[config.mk]
export PLATFORM = sky130hd
export DESIGN_NAME = exec_result_writeback
export DESIGN_NICKNAME = d
export VERILOG_FILES = /design/src/rtl/exec_result_writeback_pkg.sv /design/src/rtl/exec_result_writeback_wb_fifo.sv /design/src/rtl/exec_result_writeback.sv
export SDC_FILE = /design/constraint.sdc
export NUM_CORES = 1
export LEC_CHECK = 0
export ABC_AREA = 0
export BUFFER_PORTS_ARGS = -buffer_cell sky130_fd_sc_hd__buf_4
export CORE_UTILIZATION = 35
export DETAILED_ROUTE_END_ITERATION = 6
export PLACE_DENSITY_LB_ADDON = 0.3
export SETUP_SLACK_MARGIN = 0.15
export SLEW_MARGIN = 20
export SYNTH_ARGS = -nofsm -noshare
export SYNTH_HDL_FRONTEND = slang
export SYNTH_SLANG_ARGS = --single-unit
[constraint.sdc]
create_clock -name clk -period 1.9 [get_ports clk]
set_input_delay 0.19 -clock clk [delete_from_list [all_inputs] [get_ports clk]]
set_output_delay 0.19 -clock clk [all_outputs]
set_load 0.02 [all_outputs]
[src/rtl/exec_result_writeback_pkg.sv]
// Shared constants for the execution write-back stage: default widths, FIFO depth
// and the zero-register index.
package exec_result_writeback_pkg;

   localparam int unsigned DATA_WIDTH_DEF = 32;
   localparam int unsigned REG_ADDR_W_DEF = 5;
   localparam int unsigned WB_DEPTH_DEF   = 4;
   localparam int unsigned REG_X0         = 0;

endpackage

[src/rtl/exec_result_writeback_wb_fifo.sv]
// wb_fifo: in-order circular result buffer with write/read pointers and a count.
// Entry contents are exported so the parent can search pending results.
module exec_result_writeback_wb_fifo
   import exec_result_writeback_pkg::*;
#(
   parameter int unsigned DATA_WIDTH = DATA_WIDTH_DEF,
   parameter int unsigned ADDR_W     = REG_ADDR_W_DEF,
   parameter int unsigned DEPTH      = WB_DEPTH_DEF
) (
   input  logic                       clk,
   input  logic                       rst_n,
   input  logic                       push,
   input  logic                       pop,
   input  logic [ADDR_W-1:0]          push_rd,
   input  logic [DATA_WIDTH-1:0]      push_data,
   output logic                       full,
   output logic                       empty,
   output logic [$clog2(DEPTH):0]     count,
   output logic [$clog2(DEPTH)-1:0]   rd_ptr,
   output logic [ADDR_W-1:0]          head_rd,
   output logic [DATA_WIDTH-1:0]      head_data,
   output logic [ADDR_W-1:0]          ent_rd   [DEPTH],
   output logic [DATA_WIDTH-1:0]      ent_data [DEPTH]
);

   localparam int unsigned PTR_W = $clog2(DEPTH);
   localparam int unsigned CNT_W = PTR_W + 1;

   logic [ADDR_W-1:0]     mem_rd_q   [DEPTH];
   logic [ADDR_W-1:0]     mem_rd_d   [DEPTH];
   logic [DATA_WIDTH-1:0] mem_data_q [DEPTH];
   logic [DATA_WIDTH-1:0] mem_data_d [DEPTH];
   logic [PTR_W-1:0]      wr_ptr_q, wr_ptr_d;
   logic [PTR_W-1:0]      rd_ptr_q, rd_ptr_d;
   logic [CNT_W-1:0]      count_q, count_d;

   // Next-state: pointers wrap naturally because DEPTH is a power of two.
   always_comb begin
      mem_rd_d   = mem_rd_q;
      mem_data_d = mem_data_q;
      wr_ptr_d   = wr_ptr_q;
      rd_ptr_d   = rd_ptr_q;
      count_d    = CNT_W'(count_q + CNT_W'(push) - CNT_W'(pop));
      if (push) begin
         mem_rd_d[wr_ptr_q]   = push_rd;
         mem_data_d[wr_ptr_q] = push_data;
         wr_ptr_d             = PTR_W'(wr_ptr_q + PTR_W'(1));
      end
      if (pop) begin
         rd_ptr_d = PTR_W'(rd_ptr_q + PTR_W'(1));
      end
   end

   // Entries are cleared on reset so the head outputs read as zero.
   always_ff @(posedge clk or negedge rst_n) begin
      if (!rst_n) begin
         for (int unsigned i = 0; i < DEPTH; i++) begin
            mem_rd_q[i]   <= '0;
            mem_data_q[i] <= '0;
         end
         wr_ptr_q <= '0;
         rd_ptr_q <= '0;
         count_q  <= '0;
      end else begin
         mem_rd_q   <= mem_rd_d;
         mem_data_q <= mem_data_d;
         wr_ptr_q   <= wr_ptr_d;
         rd_ptr_q   <= rd_ptr_d;
         count_q    <= count_d;
      end
   end

   assign full      = (count_q == CNT_W'(DEPTH));
   assign empty     = (count_q == '0);
   assign count     = count_q;
   assign rd_ptr    = rd_ptr_q;
   assign head_rd   = mem_rd_q[rd_ptr_q];
   assign head_data = mem_data_q[rd_ptr_q];
   assign ent_rd    = mem_rd_q;
   assign ent_data  = mem_data_q;

endmodule

[src/rtl/exec_result_writeback.sv]
// Write-back stage: buffers execution results, drains them to the register file,
// drops x0 results; forwarding search is built only when WB_FORWARD_EN is defined.
module exec_result_writeback
   import exec_result_writeback_pkg::*;
#(
   parameter int unsigned DATA_WIDTH = DATA_WIDTH_DEF,
   parameter int unsigned REG_ADDR_W = REG_ADDR_W_DEF,
   parameter int unsigned DEPTH      = WB_DEPTH_DEF
) (
   input  logic                     clk,
   input  logic                     reset,
   input  logic                     res_valid,
   output logic                     res_ready,
   input  logic [DATA_WIDTH-1:0]    res_data,
   input  logic [REG_ADDR_W-1:0]    res_rd,
   output logic                     rf_wr_en,
   output logic [REG_ADDR_W-1:0]    rf_wr_addr,
   output logic [DATA_WIDTH-1:0]    rf_wr_data,
   input  logic                     rf_wr_gnt,
   input  logic [REG_ADDR_W-1:0]    fwd_rs_addr,
   output logic                     fwd_hit,
   output logic [DATA_WIDTH-1:0]    fwd_data,
   output logic [$clog2(DEPTH):0]   occupancy
);

   localparam int unsigned PTR_W = $clog2(DEPTH);
   localparam int unsigned CNT_W = PTR_W + 1;

   logic                   full;
   logic                   empty;
   logic                   accept;
   logic                   push;
   logic                   pop;
   logic [CNT_W-1:0]       count;
   logic [PTR_W-1:0]       rd_ptr;
   logic [REG_ADDR_W-1:0]  ent_rd   [DEPTH];
   logic [DATA_WIDTH-1:0]  ent_data [DEPTH];

   // x0 results complete the handshake but never occupy an entry.
   assign res_ready = ~full;
   assign accept    = res_valid & res_ready;
   assign push      = accept & (res_rd != REG_ADDR_W'(REG_X0));
   assign rf_wr_en  = ~empty;
   assign pop       = rf_wr_en & rf_wr_gnt;
   assign occupancy = count;

   exec_result_writeback_wb_fifo #(
      .DATA_WIDTH (DATA_WIDTH),
      .ADDR_W     (REG_ADDR_W),
      .DEPTH      (DEPTH)
   ) u_wb_fifo (
      .clk       (clk),
      .rst_n     (reset),
      .push      (push),
      .pop       (pop),
      .push_rd   (res_rd),
      .push_data (res_data),
      .full      (full),
      .empty     (empty),
      .count     (count),
      .rd_ptr    (rd_ptr),
      .head_rd   (rf_wr_addr),
      .head_data (rf_wr_data),
      .ent_rd    (ent_rd),
      .ent_data  (ent_data)
   );

`ifdef WB_FORWARD_EN
   // Walk oldest to youngest so the last match wins.
   always_comb begin
      fwd_hit  = 1'b0;
      fwd_data = '0;
      for (int unsigned k = 0; k < DEPTH; k++) begin
         if ((CNT_W'(k) < count) &&
             (fwd_rs_addr != REG_ADDR_W'(REG_X0)) &&
             (ent_rd[PTR_W'(rd_ptr + PTR_W'(k))] == fwd_rs_addr)) begin
            fwd_hit  = 1'b1;
            fwd_data = ent_data[PTR_W'(rd_ptr + PTR_W'(k))];
         end
      end
   end
`else
   logic unused_fwd;

   assign fwd_hit  = 1'b0;
   assign fwd_data = '0;

   always_comb begin
      unused_fwd = (^fwd_rs_addr) ^ (^rd_ptr);
      for (int unsigned k = 0; k < DEPTH; k++) begin
         unused_fwd = unused_fwd ^ (^ent_rd[k]) ^ (^ent_data[k]);
      end
   end
`endif

endmodule

==> results of run 1 <==
-- sequential cells by signal, summed over array words and instances, names as in the netlist --
signal,count
u_wb_fifo.ent_data,128
u_wb_fifo.wr_ptr_q,2
u_wb_fifo.count,3
u_wb_fifo.rd_ptr,2
u_wb_fifo.ent_rd,20
-- cell type report --
class / count / area, um2
clock inverter: 13 / 191
multi-input combinational: 245 / 3570
fill: 1570 / 9160
sequential: 155 / 3880
inverter: 10 / 42.5
clock buffer: 19 / 433
tap: 265 / 332
timing repair buffer: 161 / 2110
-- cells in the final DEF (no fill, tap or decap), types with 2 or more instances in the layout --
| cell type | instances |
|---|---|
| buf_12 | 20 |
| ha_4 | 3 |
| buf_4 | 57 |
| mux4_2 | 37 |
| dfrtp_2 | 5 |
| nand2_2 | 2 |
| inv_4 | 2 |
| xnor2_1 | 3 |
| nand2_4 | 2 |
| conb_1 | 33 |
| clkbuf_1 | 2 |
| buf_16 | 13 |
| clkbuf_16 | 26 |
| ha_1 | 2 |
| clkinvlp_4 | 3 |
| inv_1 | 6 |
| clkinv_4 | 3 |
| dfrtp_1 | 150 |
| a211oi_4 | 4 |
| mux2_4 | 148 |
| buf_6 | 56 |
| bufinv_16 | 4 |
| inv_6 | 2 |
| dlygate4sd3_1 | 5 |
-- through the flow --
step | util, % | cell area, um2
floorplan | - | 7370
detailed placement | 41.8 | 8250
CTS | 50.4 | 9940
finish | 53.6 | 10600
global route | 53.6 | 10600
global placement | 41.8 | 8250
-- per-layer routing --
metal | share of wire [%] | routed length [um] | vias to the layer above | global-route usage (%)
met3 | 3.9 | 724 | 20 | 3.97
li1 | - | - | 1830 | -
met1 | 45 | 8270 | 2332 | 22.2
met4 | 1.5 | 271 | 0 | 5.76
met5 | 0 | 0 | - | 0
met2 | 50 | 9120 | 102 | 29.0
-- where the power goes --
group	leakage, uW	switching (uW)	total [uW]	internal (uW)
clock network	0.000294	1430	3640	2210
logic	0.00262	4470	11800	7300
registers	0.00183	936	5970	5030
total	0.00475	6840	21400	14500
-- repair_timing --
item | 4_1_cts | 5_1_grt
hold buffers | 5 | 0
setup buffers | 22 | 7
resized for setup | 130 | 79
endpoints found under the setup margin | 143 | 181
cloned | 12 | 10
hold endpoints to repair | 40 | 0
pin swaps | 10 | 2
-- worst min-delay path by stage --
stage | start | endpoint | slack [ps]
floorplan | reset | u_wb_fifo.count[0]$_DFF_PN0_ | -110
global placement | reset | u_wb_fifo.ent_data[59]$_DFFE_PN0P_ | 120
detailed placement | reset | u_wb_fifo.ent_data[59]$_DFFE_PN0P_ | 130
CTS | res_data[4] | u_wb_fifo.ent_data[100]$_DFFE_PN0P_ | 0.6
global route | res_data[21] | u_wb_fifo.ent_data[21]$_DFFE_PN0P_ | 9
finish | res_data[25] | u_wb_fifo.ent_data[25]$_DFFE_PN0P_ | 30
-- cell families (layout without fill, tap and decap cells) --
group,count (synthesis),in the layout,share of synthesized area (%)
fa+ha+maj,7,7,1.34
flops,155,155,54.5
compound gates,6,6,0.967
other cells,1,33,0.0527
buf+inv,63,203,6.38
simple gates,8,8,0.827
mux,186,186,35.3
xor+xnor,5,5,0.616
==> Implementation_results.wiki, run 1 <==
{| class="wikitable"
! Metric !! Value
|-
| Worst endpoint data arrival time || 2320 ps
|-
| Die ar. || 0.0209 mm2
|-
| Final net count || 643
|-
| Vert. Die Dim || 145 um
|-
| Port-buffer cells || 82
|-
| Layout cell share with drive strength beyond 1 || 66.0%
|-
| Endpoint of the worst-slack reg-to-reg timing path || u_wb_fifo.count[2]$_DFF_PN0_
|-
| Total routed wirelength || 18400 um
|-
| CTS buffer count || 17
|-
| Longest individual stage delay on the worst path || 410 ps
|-
| DR vias || 4284
|-
| Synthesized instance count || 431
|-
| Highest achievable clock rate || 496 MHz
|-
| Max-capacitance violation count || 0
|-
| Crit path depth || 8
|-
| DP Worst Slack || -74.3 ps
|-
| Power per standard cell area || 2020 mW/mm2
|-
| Unrepaired setup endpoints after global routing || yes
|-
| CTS Root Buffer Type || clkbuf_16
|-
| Number of I/O pins || 121
|-
| Run status || complete, but fails checks
|-
| Post-synth top flop || dfrtp_1
|-
| Leading cell types by count after synthesis || dfrtp_1, mux2_2, mux4_2
|-
| Clock Sink Count || 155
|-
| Required time of the critical path || 2210 ps
|-
| Area share of the largest cell type after synthesis || 54.5%
|-
| Number of standard-cell rows in the floorplan || 51
|-
| Final count of pins violating max slew || 0
|-
| Leakage power || 0.00475 uW
|-
| Maximum number of pins on one net before global-route repair || 50
|-
| Number of synthesis warnings || 0
|-
| Final worst slack || -117 ps
|-
| Placed cells || 780
|-
| Worst flop-to-flop path startpoint || u_wb_fifo.count[2]$_DFF_PN0_
|-
| Final Wtd Congestion || 0.704
|-
| Final setup violation count || 96
|-
| Mean Syn Cell Area || 16.5 um2
|-
| Area growth, synth to finish || 48.4%
|-
| Final total power || 21400 uW
|-
| CTS tree || yes
|-
| Post-route setup TNS || -4570 ps
|-
| First-pass GRT wire length || 26300 um
|-
| Cells taking the most area after synthesis || dfrtp_1, mux2_2, mux4_2, buf_4, buf_6
|-
| Cell area after synthesis || 0.00711 mm2
|-
| Capturing element of the worst setup path || u_wb_fifo.count[2]$_DFF_PN0_
|-
| Critical path startpoint || u_wb_fifo.count[2]$_DFF_PN0_
|-
| Standard cell core area || 0.0197 mm2
|-
| Slack of the worst reg-to-reg path || -120 ps
|-
| Clock insertion delay at the later pin of the skew report || 430 ps
|-
| Initial antenna violation count || 0
|-
| Kind of end point of the critical path || flop
|-
| Fin crit period || 2020 ps
|-
| CP Launch Type || flop
|-
| Clock edge transition at the registers on the reported setup and hold paths || 70 ps
|-
| Maximum buffer depth of the clock tree || 2
|-
| Detailed Routing Iterations Pass 1 || 4
|-
| Final hold slack || 25.1 ps
|-
| Worst Hold Path Cells || 2
|-
| DRT iter0 DRCs || 153
|-
| Sequential area share after synthesis || 54.5%
|-
| Category of cells accounting for the largest share of critical-path delay || adder cells
|-
| Kind of critical path || flop to flop
|-
| Depth of the worst register-to-register path || 8
|-
| Clock Skew || 7.80 ps
|-
| Count of H-tree levels built during CTS || 4
|-
| # diodes || 0
|-
| Fraction of registers with async set/reset || 100%
|-
| Half-perimeter wire length after detailed placement || 9310 um
|-
| ANT nets after route || 0
|-
| Synth cell types || 22
|-
| Global Route Usage Sum || 17.4%
|-
| Max stage delay cell, worst path || dfrtp_2
|-
| Ordered cell list for the critical path || o31a_1, ha_1, inv_1, ha_1, inv_1, fa_2, xnor2_2, xnor2_1
|-
| Final clock period utilization by the worst path || 106%
|-
| Number of enable flip-flop cells after synthesis || 0
|-
| VDD IR max || 908 uV
|-
| Width of the die || 145 um
|-
| Vias in the first global route || 4639
|-
| Drc violations || 0
|-
| Final Non-Filler Cells || 868
|-
| Post-synthesis register bit count || 155
|-
| Overflow left after global routing || 0
|-
| Routed length per placed instance || 21.2 um
|-
| Class of the tightest hold or removal check || input port to flop
|-
| Total buffers and inverters traversed by the critical path || 2
|-
| Highest fanout seen on the critical path || 2
|-
| Violated checks || setup timing
|-
| Most repeated cell in the gate-level netlist after synthesis || dfrtp_1
|-
| Area leader, netlist || dfrtp_1
|-
| Per-cell via count in the routed design || 4.94
|-
| Starting utilization of the core area || 36.1%
|-
| Final hold violation count || 0
|}
(Power assumes the default switching activity.)
==> run 2, diff against run 1 <==
--- a/config.mk
+++ b/config.mk
@@ -15,3 +15,4 @@
 export SYNTH_ARGS = -nofsm -noshare
 export SYNTH_HDL_FRONTEND = slang
 export SYNTH_SLANG_ARGS = --single-unit
+export TNS_END_PERCENT = 30
==> run 2 against run 1 <==
  * Register-to-register slack improved by 60 ps
  * Fmax rose by 1.1%
  * First-iteration DRC count down 0.65%
  * Largest cell class unchanged
  * Sequential power grew 1%
  * The flow still finishes with violations (setup timing)
  * Largest power group unchanged
  * Wire length down 2.9%
  * Final cell count decreased by 2.4%
  * Design area decreased by 3.4%
  * Global-route usage down 0.42 points
  * Sequential share of layout area increased by 1.3 points
  * Critical path depth down 4
  * Core utilization down 1.8 points
  * Clock-buffer cell count grew 2
==> Implementation_results.wiki, run 2 (synthesis gave the netlist of run 1 again) <==
{| class="wikitable"
! Metric !! Value
|-
| Run status || complete, but fails checks
|-
| Violated checks || setup timing
|-
| Worst Hold Path EP || u_wb_fifo.ent_data[120]$_DFFE_PN0P_
|-
| Global Route Usage Sum || 17.0% (-0.42 points)
|-
| Per-cell via count in the routed design || 4.81 (-2.6%)
|-
| CP Launch Type || flop
|-
| Number of I/O pins || 121 (unchanged)
|-
| Startpoint of the lowest-slack hold path || res_data[24]
|-
| Max-capacitance violation count || 0 (unchanged)
|-
| Overflow left after global routing || 0 (unchanged)
|-
| Most common library cell in the layout ignoring fill and taps || dfrtp_1
|-
| Vert. Die Dim || 145 um (unchanged)
|-
| Clock Sink Count || 155 (unchanged)
|-
| Final worst slack || -94.9 ps (+22.2 ps)
|-
| Final hold violation count || 0 (unchanged)
|-
| First-pass GRT wire length || 25600 um (-2.8%)
|-
| Clock insertion delay at the later pin of the skew report || 420 ps (about the same)
|-
| Final Non-Filler Cells || 847 (-2.4%)
|-
| Worst flop-to-flop path startpoint || u_wb_fifo.count[1]$_DFF_PN0_
|-
| VDD IR max || 1040 uV (+15%)
|-
| Clock Skew || 7.99 ps (+0.182 ps)
|-
| Slack of the worst reg-to-reg path || -60 ps (+60 ps)
|-
| Class of the tightest hold or removal check || input port to flop
|-
| CTS tree || yes
|-
| Final Wtd Congestion || 0.725 (+2.9%)
|-
| Clock edge transition at the registers on the reported setup and hold paths || 70 ps (about the same)
|-
| Detailed Routing Iterations Pass 1 || 4 (unchanged)
|-
| Final clock period utilization by the worst path || 105% (-1.2 points)
|-
| Vias in the first global route || 4474 (-3.6%)
|-
| Worst endpoint data arrival time || 1800 ps (-520 ps)
|-
| CTS Root Buffer Type || clkbuf_16
|-
| Endpoint of the worst-slack reg-to-reg timing path || u_wb_fifo.count[2]$_DFF_PN0_
|-
| Layout cell share with drive strength beyond 1 || 65.1% (-0.88 points)
|-
| Total routed wirelength || 17800 um (-2.9%)
|-
| Commonest cells after routing, fill and taps aside || dfrtp_1, mux2_4, buf_4, buf_6, mux4_2
|-
| # diodes || 0 (unchanged)
|-
| Count of H-tree levels built during CTS || 4 (unchanged)
|-
| Kind of end point of the critical path || output port
|-
| Width of the die || 145 um (unchanged)
|-
| Die ar. || 0.0209 mm2 (unchanged)
|-
| Required time of the critical path || 1710 ps (-500 ps)
|-
| Highest fanout seen on the critical path || 7 (+5)
|-
| Number of standard-cell rows in the floorplan || 51 (unchanged)
|-
| DR vias || 4073 (-4.9%)
|-
| Depth of the worst register-to-register path || 8 (unchanged)
|-
| Port-buffer cells || 82 (unchanged)
|-
| DRT iter0 DRCs || 152 (-0.65%)
|-
| Initial antenna violation count || 0 (unchanged)
|-
| Half-perimeter wire length after detailed placement || 9420 um (+1.3%)
|-
| Final net count || 622 (-3.3%)
|-
| Final hold slack || 24.7 ps (-0.380 ps)
|-
| Starting utilization of the core area || 36.1% (unchanged)
|-
| Fin crit period || 1990 ps (-22.2 ps)
|-
| Worst Hold Path Cells || 2 (unchanged)
|-
| Final total power || 20800 uW (-2.6%)
|-
| Maximum number of pins on one net before global-route repair || 53 (+6.0%)
|-
| Final setup violation count || 38 (-60%)
|-
| Drc violations || 0 (unchanged)
|-
| Power per standard cell area || 2040 mW/mm2 (+0.89%)
|-
| Leakage power || 0.00459 uW (-3.3%)
|-
| Number of inserted filler cells in the final layout || 1595 (+1.6%)
|-
| Area growth, synth to finish || 43.3%
|-
| ANT nets after route || 0 (unchanged)
|-
| Routed length per placed instance || 21.1 um (-0.54%)
|-
| Final count of pins violating max slew || 0 (unchanged)
|-
| Maximum buffer depth of the clock tree || 2 (unchanged)
|-
| Kind of critical path || flop to output port
|-
| Unrepaired setup endpoints after global routing || yes
|-
| Highest achievable clock rate || 501 MHz (+1.1%)
|-
| CTS buffer count || 17 (unchanged)
|-
| Standard cell core area || 0.0197 mm2 (unchanged)
|-
| Placed cells || 780 (unchanged)
|-
| Max FFs per register || 128 (unchanged)
|}
==> run 2: worst max path at each step <==
stage	startpoint	endpoint	slack, ps	cells past startpoint
2_1_floorplan	u_wb_fifo.count[1]$_DFF_PN0_	u_wb_fifo.count[2]$_DFF_PN0_	-120	8
3_3_place_gp	u_wb_fifo.count[1]$_DFF_PN0_	u_wb_fifo.count[2]$_DFF_PN0_	-20	8
3_5_place_dp	u_wb_fifo.count[1]$_DFF_PN0_	u_wb_fifo.count[2]$_DFF_PN0_	-90	8
4_1_cts	u_wb_fifo.rd_ptr[0]$_DFFE_PN0P_	rf_wr_addr[2]	-140	4
5_1_grt	u_wb_fifo.count[1]$_DFF_PN0_	u_wb_fifo.count[2]$_DFF_PN0_	-150	8
6_report	u_wb_fifo.rd_ptr[0]$_DFFE_PN0P_	rf_wr_addr[2]	-90	4
==> run 2: routing by layer <==
layer,track usage [%],wire length (um),vias to the layer above
met5,0,0,-
met2,27.4,8890,93
met1,22.1,8210,2183
met3,3.97,530,15
li1,-,-,1782
met4,6.37,209,0
==> run 2: critical path, cell delays in order (launching register included) <==
cell and delay [ps]:
dfrtp_2 380, buf_12 140, buf_16 150, mux4_2 550, buf_6 160
==> run 2: power by group <==
part / switching (uW) / internal [uW] / leakage (uW)
clock network: 1350 / 2200 / 0.000287
registers: 1000 / 5040 / 0.00183
logic: 4320 / 6930 / 0.00248
total: 6670 / 14200 / 0.00459
==> run 2: repair_timing <==
item                                    4_1_cts  5_1_grt
resized for setup                            78      116
pin swaps                                     9        7
cloned                                        7        9
endpoints found under the hold margin        42        0
setup buffers                                15        3
hold buffers                                  1        0
endpoints found under the setup margin      181      170
==> run 2: cell type report <==
cell class              instances  area (um2)  area share [%]
clock inverters                11         170            1.67
clock buffers                  21         440            4.32
inverters                      10        40.0           0.393
well taps                     265         332            3.25
flip-flops and latches        155        3890            38.1
repair buffers                140        1740            17.1
multi-input cells             245        3580            35.1
==> run 2: through the flow <==
stage / worst slack [ps] / cell area (um2) / utilization [%] / TNS (ps)
after floorplan: -122 / 7360 / - / -3840
after global placement: -18.5 / 8260 / 41.9 / -18.5
after detailed placement: -85.7 / 8260 / 41.9 / -85.7
after CTS: -139 / 9470 / 48.0 / -3990
after global routing: -148 / 10200 / 51.7 / -4830
final: -94.9 / 10200 / 51.7 / -2540
